===== src/rtl/tlp_tx_arbiter_if.sv =====
// tlp_tx_arbiter_if
// Bundles every non-clock signal of the VC0 transmit arbiter.
//   slave  : the arbiter itself. Inputs are the link status, the requester
//            side and the core ready. Outputs are grants, readies, the core
//            side and the error pulses.
//   master : the surrounding logic, i.e. the requesters plus the endpoint
//            core. It is the mirror image of slave.
// state_dbg carries the arbiter FSM state for observation.
interface tlp_tx_arbiter_if #(
  parameter int DATA_W = 16
);
  logic              dl_up;
  logic [1:0]        rq_req;
  logic [DATA_W-1:0] rq_data0;
  logic [DATA_W-1:0] rq_data1;
  logic [1:0]        rq_valid;
  logic [1:0]        rq_end;
  logic [1:0]        rq_gnt;
  logic [1:0]        rq_ready;
  logic              tx_req_vc0;
  logic              tx_rdy_vc0;
  logic [DATA_W-1:0] tx_data_vc0;
  logic              tx_st_vc0;
  logic              tx_end_vc0;
  logic              tx_nlfy_vc0;
  logic              err_timeout;
  logic              err_overlen;
  logic [1:0]        state_dbg;

  modport slave (
    input  dl_up, rq_req, rq_data0, rq_data1, rq_valid, rq_end, tx_rdy_vc0,
    output rq_gnt, rq_ready, tx_req_vc0, tx_data_vc0, tx_st_vc0, tx_end_vc0,
           tx_nlfy_vc0, err_timeout, err_overlen, state_dbg
  );

  modport master (
    output dl_up, rq_req, rq_data0, rq_data1, rq_valid, rq_end, tx_rdy_vc0,
    input  rq_gnt, rq_ready, tx_req_vc0, tx_data_vc0, tx_st_vc0, tx_end_vc0,
           tx_nlfy_vc0, err_timeout, err_overlen, state_dbg
  );
endinterface


===== src/rtl/tlp_tx_arbiter.sv =====
// tlp_tx_arbiter
// Two-requester round-robin arbiter and sequencer for the VC0 transmit TLP
// port of the PCIe endpoint core (sys_clk_125 domain).
// Ports:
//   clk  system clock
//   rst  asynchronous, active-high reset
//   bus  tlp_tx_arbiter_if.slave: requester side (rq_*), core side (tx_*),
//        dl_up, error pulses (err_timeout, err_overlen), state_dbg
//
// Handshake semantics:
//   - A requester word moves on any cycle where rq_valid[g] & rq_ready[g] is
//     true. rq_ready[g] equals tx_rdy_vc0 while in XFER, so every accepted
//     word is also a word presented to the core on that same cycle.
//   - tx_st/end/nlfy_vc0 are meaningful only on such transfer cycles.
//     tx_nlfy_vc0 is never high without tx_end_vc0.
module tlp_tx_arbiter #(
  parameter int DATA_W      = 16,
  parameter int MAX_WORDS   = 256,
  parameter int RDY_TIMEOUT = 1024
) (
  input logic            clk,
  input logic            rst,
  tlp_tx_arbiter_if.slave bus
);
  localparam int CNT_W = (MAX_WORDS > 1) ? $clog2(MAX_WORDS) : 1;
  localparam int TMR_W = $clog2(RDY_TIMEOUT + 1);
  localparam logic [CNT_W-1:0] CNT_LAST = CNT_W'(MAX_WORDS - 1);
  localparam logic [TMR_W-1:0] TMR_LAST = TMR_W'(RDY_TIMEOUT - 1);

  typedef enum logic [1:0] {
    S_IDLE = 2'd0,
    S_REQ  = 2'd1,
    S_XFER = 2'd2
  } state_t;

  state_t             state_q, state_d;
  logic [1:0]         gnt_q, gnt_d;
  logic               last_q, last_d;  // index of the requester served last
  logic [CNT_W-1:0]   cnt_q, cnt_d;
  logic [TMR_W-1:0]   tmr_q, tmr_d;
  logic               nlfy_q, nlfy_d;  // link dropped during this TLP

  logic              sel;
  logic              in_xfer;
  logic              sel_valid;
  logic              sel_end;
  logic [DATA_W-1:0] sel_data;
  logic              xfer_word;
  logic              at_last;
  logic              force_end;
  logic              tx_end;
  logic              win;

  // Requester-side mux. The grant is one-hot, so bit 1 selects the source.
  assign sel       = gnt_q[1];
  assign in_xfer   = (state_q == S_XFER);
  assign sel_valid = sel ? bus.rq_valid[1] : bus.rq_valid[0];
  assign sel_end   = sel ? bus.rq_end[1]   : bus.rq_end[0];
  assign sel_data  = sel ? bus.rq_data1    : bus.rq_data0;

  assign xfer_word = in_xfer & sel_valid & bus.tx_rdy_vc0;
  assign at_last   = (cnt_q == CNT_LAST);
  // The last word the core may take without an end marker is cut short and
  // poisoned, so an over-long TLP never reaches the link intact.
  assign force_end = xfer_word & at_last & ~sel_end;
  assign tx_end    = xfer_word & (sel_end | at_last);

  assign bus.rq_gnt      = gnt_q;
  assign bus.rq_ready    = in_xfer ? (gnt_q & {2{bus.tx_rdy_vc0}}) : 2'b00;
  assign bus.tx_req_vc0  = (state_q == S_REQ);
  assign bus.tx_data_vc0 = in_xfer ? sel_data : '0;
  assign bus.tx_st_vc0   = xfer_word & (cnt_q == '0);
  assign bus.tx_end_vc0  = tx_end;
  // dl_up is also checked directly so a drop on the final word still poisons it.
  assign bus.tx_nlfy_vc0 = tx_end & (force_end | nlfy_q | ~bus.dl_up);
  assign bus.err_overlen = force_end;
  // A ready arriving on the final timer cycle still wins, and a link drop
  // abandons the request silently.
  assign bus.err_timeout = (state_q == S_REQ) & bus.dl_up & ~bus.tx_rdy_vc0 &
                           (tmr_q == TMR_LAST);
  assign bus.state_dbg   = state_q;

  // Round robin: with both requesting, the one not served last wins.
  assign win = (&bus.rq_req) ? ~last_q : bus.rq_req[1];

  always_comb begin
    state_d = state_q;
    gnt_d   = gnt_q;
    last_d  = last_q;
    cnt_d   = cnt_q;
    tmr_d   = tmr_q;
    nlfy_d  = nlfy_q;
    case (state_q)
      S_IDLE: begin
        nlfy_d = 1'b0;
        if (bus.dl_up && (|bus.rq_req)) begin
          gnt_d   = win ? 2'b10 : 2'b01;
          last_d  = win;
          tmr_d   = '0;
          state_d = S_REQ;
        end
      end
      S_REQ: begin
        if (!bus.dl_up) begin
          gnt_d   = 2'b00;
          state_d = S_IDLE;
        end else if (bus.tx_rdy_vc0) begin
          cnt_d   = '0;
          nlfy_d  = 1'b0;
          state_d = S_XFER;
        end else if (tmr_q == TMR_LAST) begin
          gnt_d   = 2'b00;
          state_d = S_IDLE;
        end else begin
          tmr_d = tmr_q + 1'b1;
        end
      end
      S_XFER: begin
        if (!bus.dl_up) nlfy_d = 1'b1;
        if (xfer_word) cnt_d = cnt_q + 1'b1;
        if (tx_end) begin
          gnt_d   = 2'b00;
          nlfy_d  = 1'b0;
          state_d = S_IDLE;
        end
      end
      default: begin
        gnt_d   = 2'b00;
        state_d = S_IDLE;
      end
    endcase
  end

  always_ff @(posedge clk or posedge rst) begin
    if (rst) begin
      state_q <= S_IDLE;
      gnt_q   <= 2'b00;
      last_q  <= 1'b1;  // requester 0 wins the first tie
      cnt_q   <= '0;
      tmr_q   <= '0;
      nlfy_q  <= 1'b0;
    end else begin
      state_q <= state_d;
      gnt_q   <= gnt_d;
      last_q  <= last_d;
      cnt_q   <= cnt_d;
      tmr_q   <= tmr_d;
      nlfy_q  <= nlfy_d;
    end
  end
endmodule


===== src/flat_wrapper.sv =====
// flat-port wrapper written by rule: the top's interface ports become plain ports
module tlp_tx_arbiter_flat 
#(
  parameter int DATA_W      = 16,
  parameter int MAX_WORDS   = 256,
  parameter int RDY_TIMEOUT = 1024
)
  (clk, rst, bus_dl_up, bus_rq_req, bus_rq_data0, bus_rq_data1, bus_rq_valid, bus_rq_end, bus_tx_rdy_vc0, bus_rq_gnt, bus_rq_ready, bus_tx_req_vc0, bus_tx_data_vc0, bus_tx_st_vc0, bus_tx_end_vc0, bus_tx_nlfy_vc0, bus_err_timeout, bus_err_overlen, bus_state_dbg);
  tlp_tx_arbiter_if #(.DATA_W(DATA_W)) bus_i ();
  input logic clk;
  input logic rst;
  input wire logic [$bits(bus_i.dl_up)-1:0] bus_dl_up;
  input wire logic [$bits(bus_i.rq_req)-1:0] bus_rq_req;
  input wire logic [$bits(bus_i.rq_data0)-1:0] bus_rq_data0;
  input wire logic [$bits(bus_i.rq_data1)-1:0] bus_rq_data1;
  input wire logic [$bits(bus_i.rq_valid)-1:0] bus_rq_valid;
  input wire logic [$bits(bus_i.rq_end)-1:0] bus_rq_end;
  input wire logic [$bits(bus_i.tx_rdy_vc0)-1:0] bus_tx_rdy_vc0;
  output wire logic [$bits(bus_i.rq_gnt)-1:0] bus_rq_gnt;
  output wire logic [$bits(bus_i.rq_ready)-1:0] bus_rq_ready;
  output wire logic [$bits(bus_i.tx_req_vc0)-1:0] bus_tx_req_vc0;
  output wire logic [$bits(bus_i.tx_data_vc0)-1:0] bus_tx_data_vc0;
  output wire logic [$bits(bus_i.tx_st_vc0)-1:0] bus_tx_st_vc0;
  output wire logic [$bits(bus_i.tx_end_vc0)-1:0] bus_tx_end_vc0;
  output wire logic [$bits(bus_i.tx_nlfy_vc0)-1:0] bus_tx_nlfy_vc0;
  output wire logic [$bits(bus_i.err_timeout)-1:0] bus_err_timeout;
  output wire logic [$bits(bus_i.err_overlen)-1:0] bus_err_overlen;
  output wire logic [$bits(bus_i.state_dbg)-1:0] bus_state_dbg;
  assign bus_i.dl_up = bus_dl_up;
  assign bus_i.rq_req = bus_rq_req;
  assign bus_i.rq_data0 = bus_rq_data0;
  assign bus_i.rq_data1 = bus_rq_data1;
  assign bus_i.rq_valid = bus_rq_valid;
  assign bus_i.rq_end = bus_rq_end;
  assign bus_i.tx_rdy_vc0 = bus_tx_rdy_vc0;
  assign bus_rq_gnt = bus_i.rq_gnt;
  assign bus_rq_ready = bus_i.rq_ready;
  assign bus_tx_req_vc0 = bus_i.tx_req_vc0;
  assign bus_tx_data_vc0 = bus_i.tx_data_vc0;
  assign bus_tx_st_vc0 = bus_i.tx_st_vc0;
  assign bus_tx_end_vc0 = bus_i.tx_end_vc0;
  assign bus_tx_nlfy_vc0 = bus_i.tx_nlfy_vc0;
  assign bus_err_timeout = bus_i.err_timeout;
  assign bus_err_overlen = bus_i.err_overlen;
  assign bus_state_dbg = bus_i.state_dbg;
  tlp_tx_arbiter #(.DATA_W(DATA_W), .MAX_WORDS(MAX_WORDS), .RDY_TIMEOUT(RDY_TIMEOUT)) u_core (.clk(clk), .rst(rst), .bus(bus_i));
endmodule

===== config.mk =====
export PLATFORM = sky130hd
export DESIGN_NAME = tlp_tx_arbiter_flat
export DESIGN_NICKNAME = d
export VERILOG_FILES = /design/src/rtl/tlp_tx_arbiter_if.sv /design/src/rtl/tlp_tx_arbiter.sv /design/src/flat_wrapper.sv
export SDC_FILE = /design/constraint.sdc
export NUM_CORES = 1
export LEC_CHECK = 0
export ABC_AREA = 1
export BUFFER_PORTS_ARGS = -buffer_cell sky130_fd_sc_hd__buf_4
export CAP_MARGIN = 20
export CORE_ASPECT_RATIO = 1.4
export CORE_MARGIN = 2
export CORE_UTILIZATION = 44
export CTS_CLUSTER_SIZE = 12
export DETAILED_ROUTE_END_ITERATION = 10
export GPL_ROUTABILITY_DRIVEN = 1
export HOLD_SLACK_MARGIN = 0.03
export PLACE_DENSITY = 0.82
export SKIP_LAST_GASP = 1
export SLEW_MARGIN = 20
export SYNTH_ARGS = -nofsm -noshare
export SYNTH_HDL_FRONTEND = slang
export SYNTH_SLANG_ARGS = --single-unit

===== constraint.sdc =====
create_clock -name clk -period 1.5 [get_ports clk]
set_input_delay 0.075 -clock clk [delete_from_list [all_inputs] [get_ports clk]]
set_output_delay 0.075 -clock clk [all_outputs]
set_load 0.01 [all_outputs]

==> flow_summary.ini <==
[timing]
rsz0062_at_grt = yes
fin_skew_ns = 0.00839
whs_ns = 0.0864
slew_headroom_pct = 78.1
fin_ws_ns = -0.126
setup_viol_count_final = 26
hold_viol_final = 0
finalCriticalPeriod_ns = 1.63
worstMarginPinSlew_ns = 0.328
fmax_ghz = 0.615
fin_crit_sh_pct = 108
maxSlewViolCount = 0

[drt]
wl_per_cell_um = 15.8
drt-total-wl_um = 6470
ant_nets = 0
drt_pre_antenna_iters = 4
viasPerCell = 5.34
num_vias = 2189
drt_iter0_drc = 140
drc = 0

[floorplanning]
io_pins = 70
floorplan.initialDensity_pct = 45.1
dieArea_um2 = 4510
die_w_um = 57.3
core_um2 = 3880
rows = 27
die_h_um = 78.6

[yosys]
ys_top_cells_by_count = 101 x nand2_1, 24 x dfrtp_1, 23 x nor2_1
synth_cell_type_count = 35
synth-edff-count = 0
yosys-top-cells-area = dfrtp_1 34%, nand2_1 22%, a21oi_1 5.7%
syn-instance-count = 267
synth_top_area_share_pct = 34.3
async_flop_share_pct = 100
syn_nets = 312
avgSynthCellArea_um2 = 6.56
synth_seq_cells = 25
seq_area_frac_synth_pct = 35.8
netlist_area_um2 = 1750
synth_top_area_cell = dfrtp_1
ys.flop_type = dfrtp_1
yosys_warnings = 0
synth_most_common_cell = nand2_1

[cts]
cts-root-buf = clkbuf_8
cts.clk_slew.worst_paths_ns = 0.09
cts_made_buffers = 3
clock-sinks = 25
clk_latency_ns = 0.28
cts_tree = done
clk_path_buf_depth = 2
htreeDepth = 1

[placement]
io_buffer_count = 69
gp_congestion = 0.832
dp_cells = 385
dp_hpwl_um = 3670
placed_cell_area_um2 = 2390

[power]
cellLeakagePower_nw = 1.46
powerDensity_nw_per_um2 = 1260
seqPwrFrac_pct = 26.5
p_sw_w = 0.00172
p_total_w = 0.00378
ir_drop_uv = 1060
switching_share_pct = 45.6
pwr-share-comb_pct = 62.6
p_int_w = 0.00205
clock_power_share_pct = 11.0

[min_path]
hold_end = u_core.last_q$_DFFE_PP1P_
hp-class = in2reg
min_delay_path_depth = 3
hold_path_startpoint = bus_rq_req[1]

[setup_path]
critPathMostFrequentCell = nand2_2
timing.rr.end = u_core.tmr_q[8]$_DFFE_PP0P_
reg2reg_from = u_core.tmr_q[1]$_DFFE_PP0P_
critPathLaunchType = flip-flop
cp_max_fo = 3
r2r_cells = 10
arrival_ns = 1.55
max_stage_delay_ns = 0.37
path_cells = ha_2 > nand2_2 > nor2_4 > nand2_2 > nand2_2 > nand2_4 > nor2_2 > buf_6
crit_required_ns = 1.42
worst-setup-path-type = reg2out
r2r_slack_ns = -0.04
critPathSlowestCell = dfrtp_1
worstSetupEndpointType = output port

[grt]
grt_pass1_wl_um = 8650
grt_usage_pct = 24.1
grt-ovfl-total = 0
grt_pass1_vias = 2021
antenna_found_initial = 0
grt_start_max_net_pins = 26

[finish]
synthToLayoutAreaGrowth_pct = 71.8
final_cells = 410
finalNetCount = 413
drive_gt1_share_pct = 47.7
post-route-cell-area_um2 = 3010
num_antenna_cells = 0

[run_status]
violations = negative setup slack
status = finished, violations left

[run]
maxCapViolations = 0
through the flow:
step | TNS (ns) | setup WS [ns] | utilization (%)
after floorplan | 0 | 0.0289 | -
after global placement | 0 | 0.0674 | 61.6
after detailed placement | 0 | 0.000351 | 61.6
after CTS | -0.539 | -0.0700 | 68.0
after global routing | -3.08 | -0.177 | 77.4
final | -1.20 | -0.126 | 77.4
worst max path at each step:
stage,start,to,slack [ns],cells past startpoint
2_1_floorplan,u_core.tmr_q[0]$_DFFE_PP0P_,u_core.tmr_q[3]$_DFFE_PP0P_,0.03,9
3_3_place_gp,u_core.cnt_q[0]$_DFFE_PP0P_,u_core.bus.rq_gnt[1]$_DFFE_PP0P_,0.07,10
3_5_place_dp,u_core.tmr_q[1]$_DFFE_PP0P_,u_core.tmr_q[0]$_DFFE_PP0P_,0.0004,9
4_1_cts,u_core.tmr_q[0]$_DFFE_PP0P_,bus_err_timeout,-0.07,6
5_1_grt,u_core.cnt_q[0]$_DFFE_PP0P_,bus_tx_nlfy_vc0,-0.18,8
6_report,u_core.cnt_q[1]$_DFFE_PP0P_,bus_tx_nlfy_vc0,-0.13,8
layout make-up:
type / count / area [µm²]
Multi-Input combinational cell: 207 / 1280
Fill cell: 247 / 878
Timing Repair Buffer: 102 / 852
Sequential cell: 25 / 631
Inverter: 28 / 130
Tap cell: 43 / 53.8
Clock buffer: 3 / 41.3
Timing Repair inverter: 1 / 16.3
Clock inverter: 1 / 5.00
registers in the layout, indices dropped and copies added (netlist names):
name                  flops
u_core.bus.rq_gnt         2
u_core.last_q             1
u_core.cnt_q              8
u_core.bus.state_dbg      2
u_core.tmr_q             11
u_core.nlfy_q             1
critical path, delay by kind of cell, from the launching register on:
| family | cells | cell delay [ns] |
|---|---|---|
| and+or+nand+nor | 6 | 0.59 |
| DFF | 1 | 0.37 |
| adders and majority gates | 1 | 0.19 |
| buffers and inverters | 1 | 0.12 |
cells by family after synthesis:
group / Yosys count / share of synthesized area (%)
buffers and inverters: 35 / 8.43
AO/OA/AOI/OAI: 37 / 11.0
AND/OR/NAND/NOR: 163 / 40.6
flip-flops: 25 / 35.8
XOR/XNOR: 4 / 2.00
adder cells (fa/ha/maj): 3 / 2.14
power by group through the flow:
stage	combinational [W]	clock [W]	sequential [W]
2_1_floorplan	0.000923	0	0.000974
3_3_place_gp	0.00150	0	0.000980
3_5_place_dp	0.00154	0	0.000985
5_1_grt	0.00255	0.000441	0.00102
6_report	0.00236	0.000415	0.00100
4_1_cts	0.00185	0.000410	0.000969
cells in the final DEF (no fill, tap or decap), drive strengths merged, types with 2 or more instances in the layout:
master,count
nand2,104
buf,100
nor2,26
dfrtp,24
inv,24
a21oi,20
nand3,18
o21ai,14
nand4,7
clkbuf,4
clkinv,4
xor2,3
nor3,3
ha,3
clkinvlp,2
nor4,2
metal layers:
metal,up-vias,global-route usage [%],routed length [µm]
met4,0,9.77,117
met2,78,43.7,3650
met1,1045,27.8,2410
met5,-,0,0
li1,1055,-,-
met3,11,3.46,291
what timing repair did:
action,in CTS,in global routing
resized for setup,24,71
endpoints found under the hold margin,24,0
pin swaps,6,15
setup endpoints to repair,23,35
hold buffers,1,0
setup buffers,9,12
gates cloned,1,1
No activity file was read; power rests on OpenSTA's default activity.
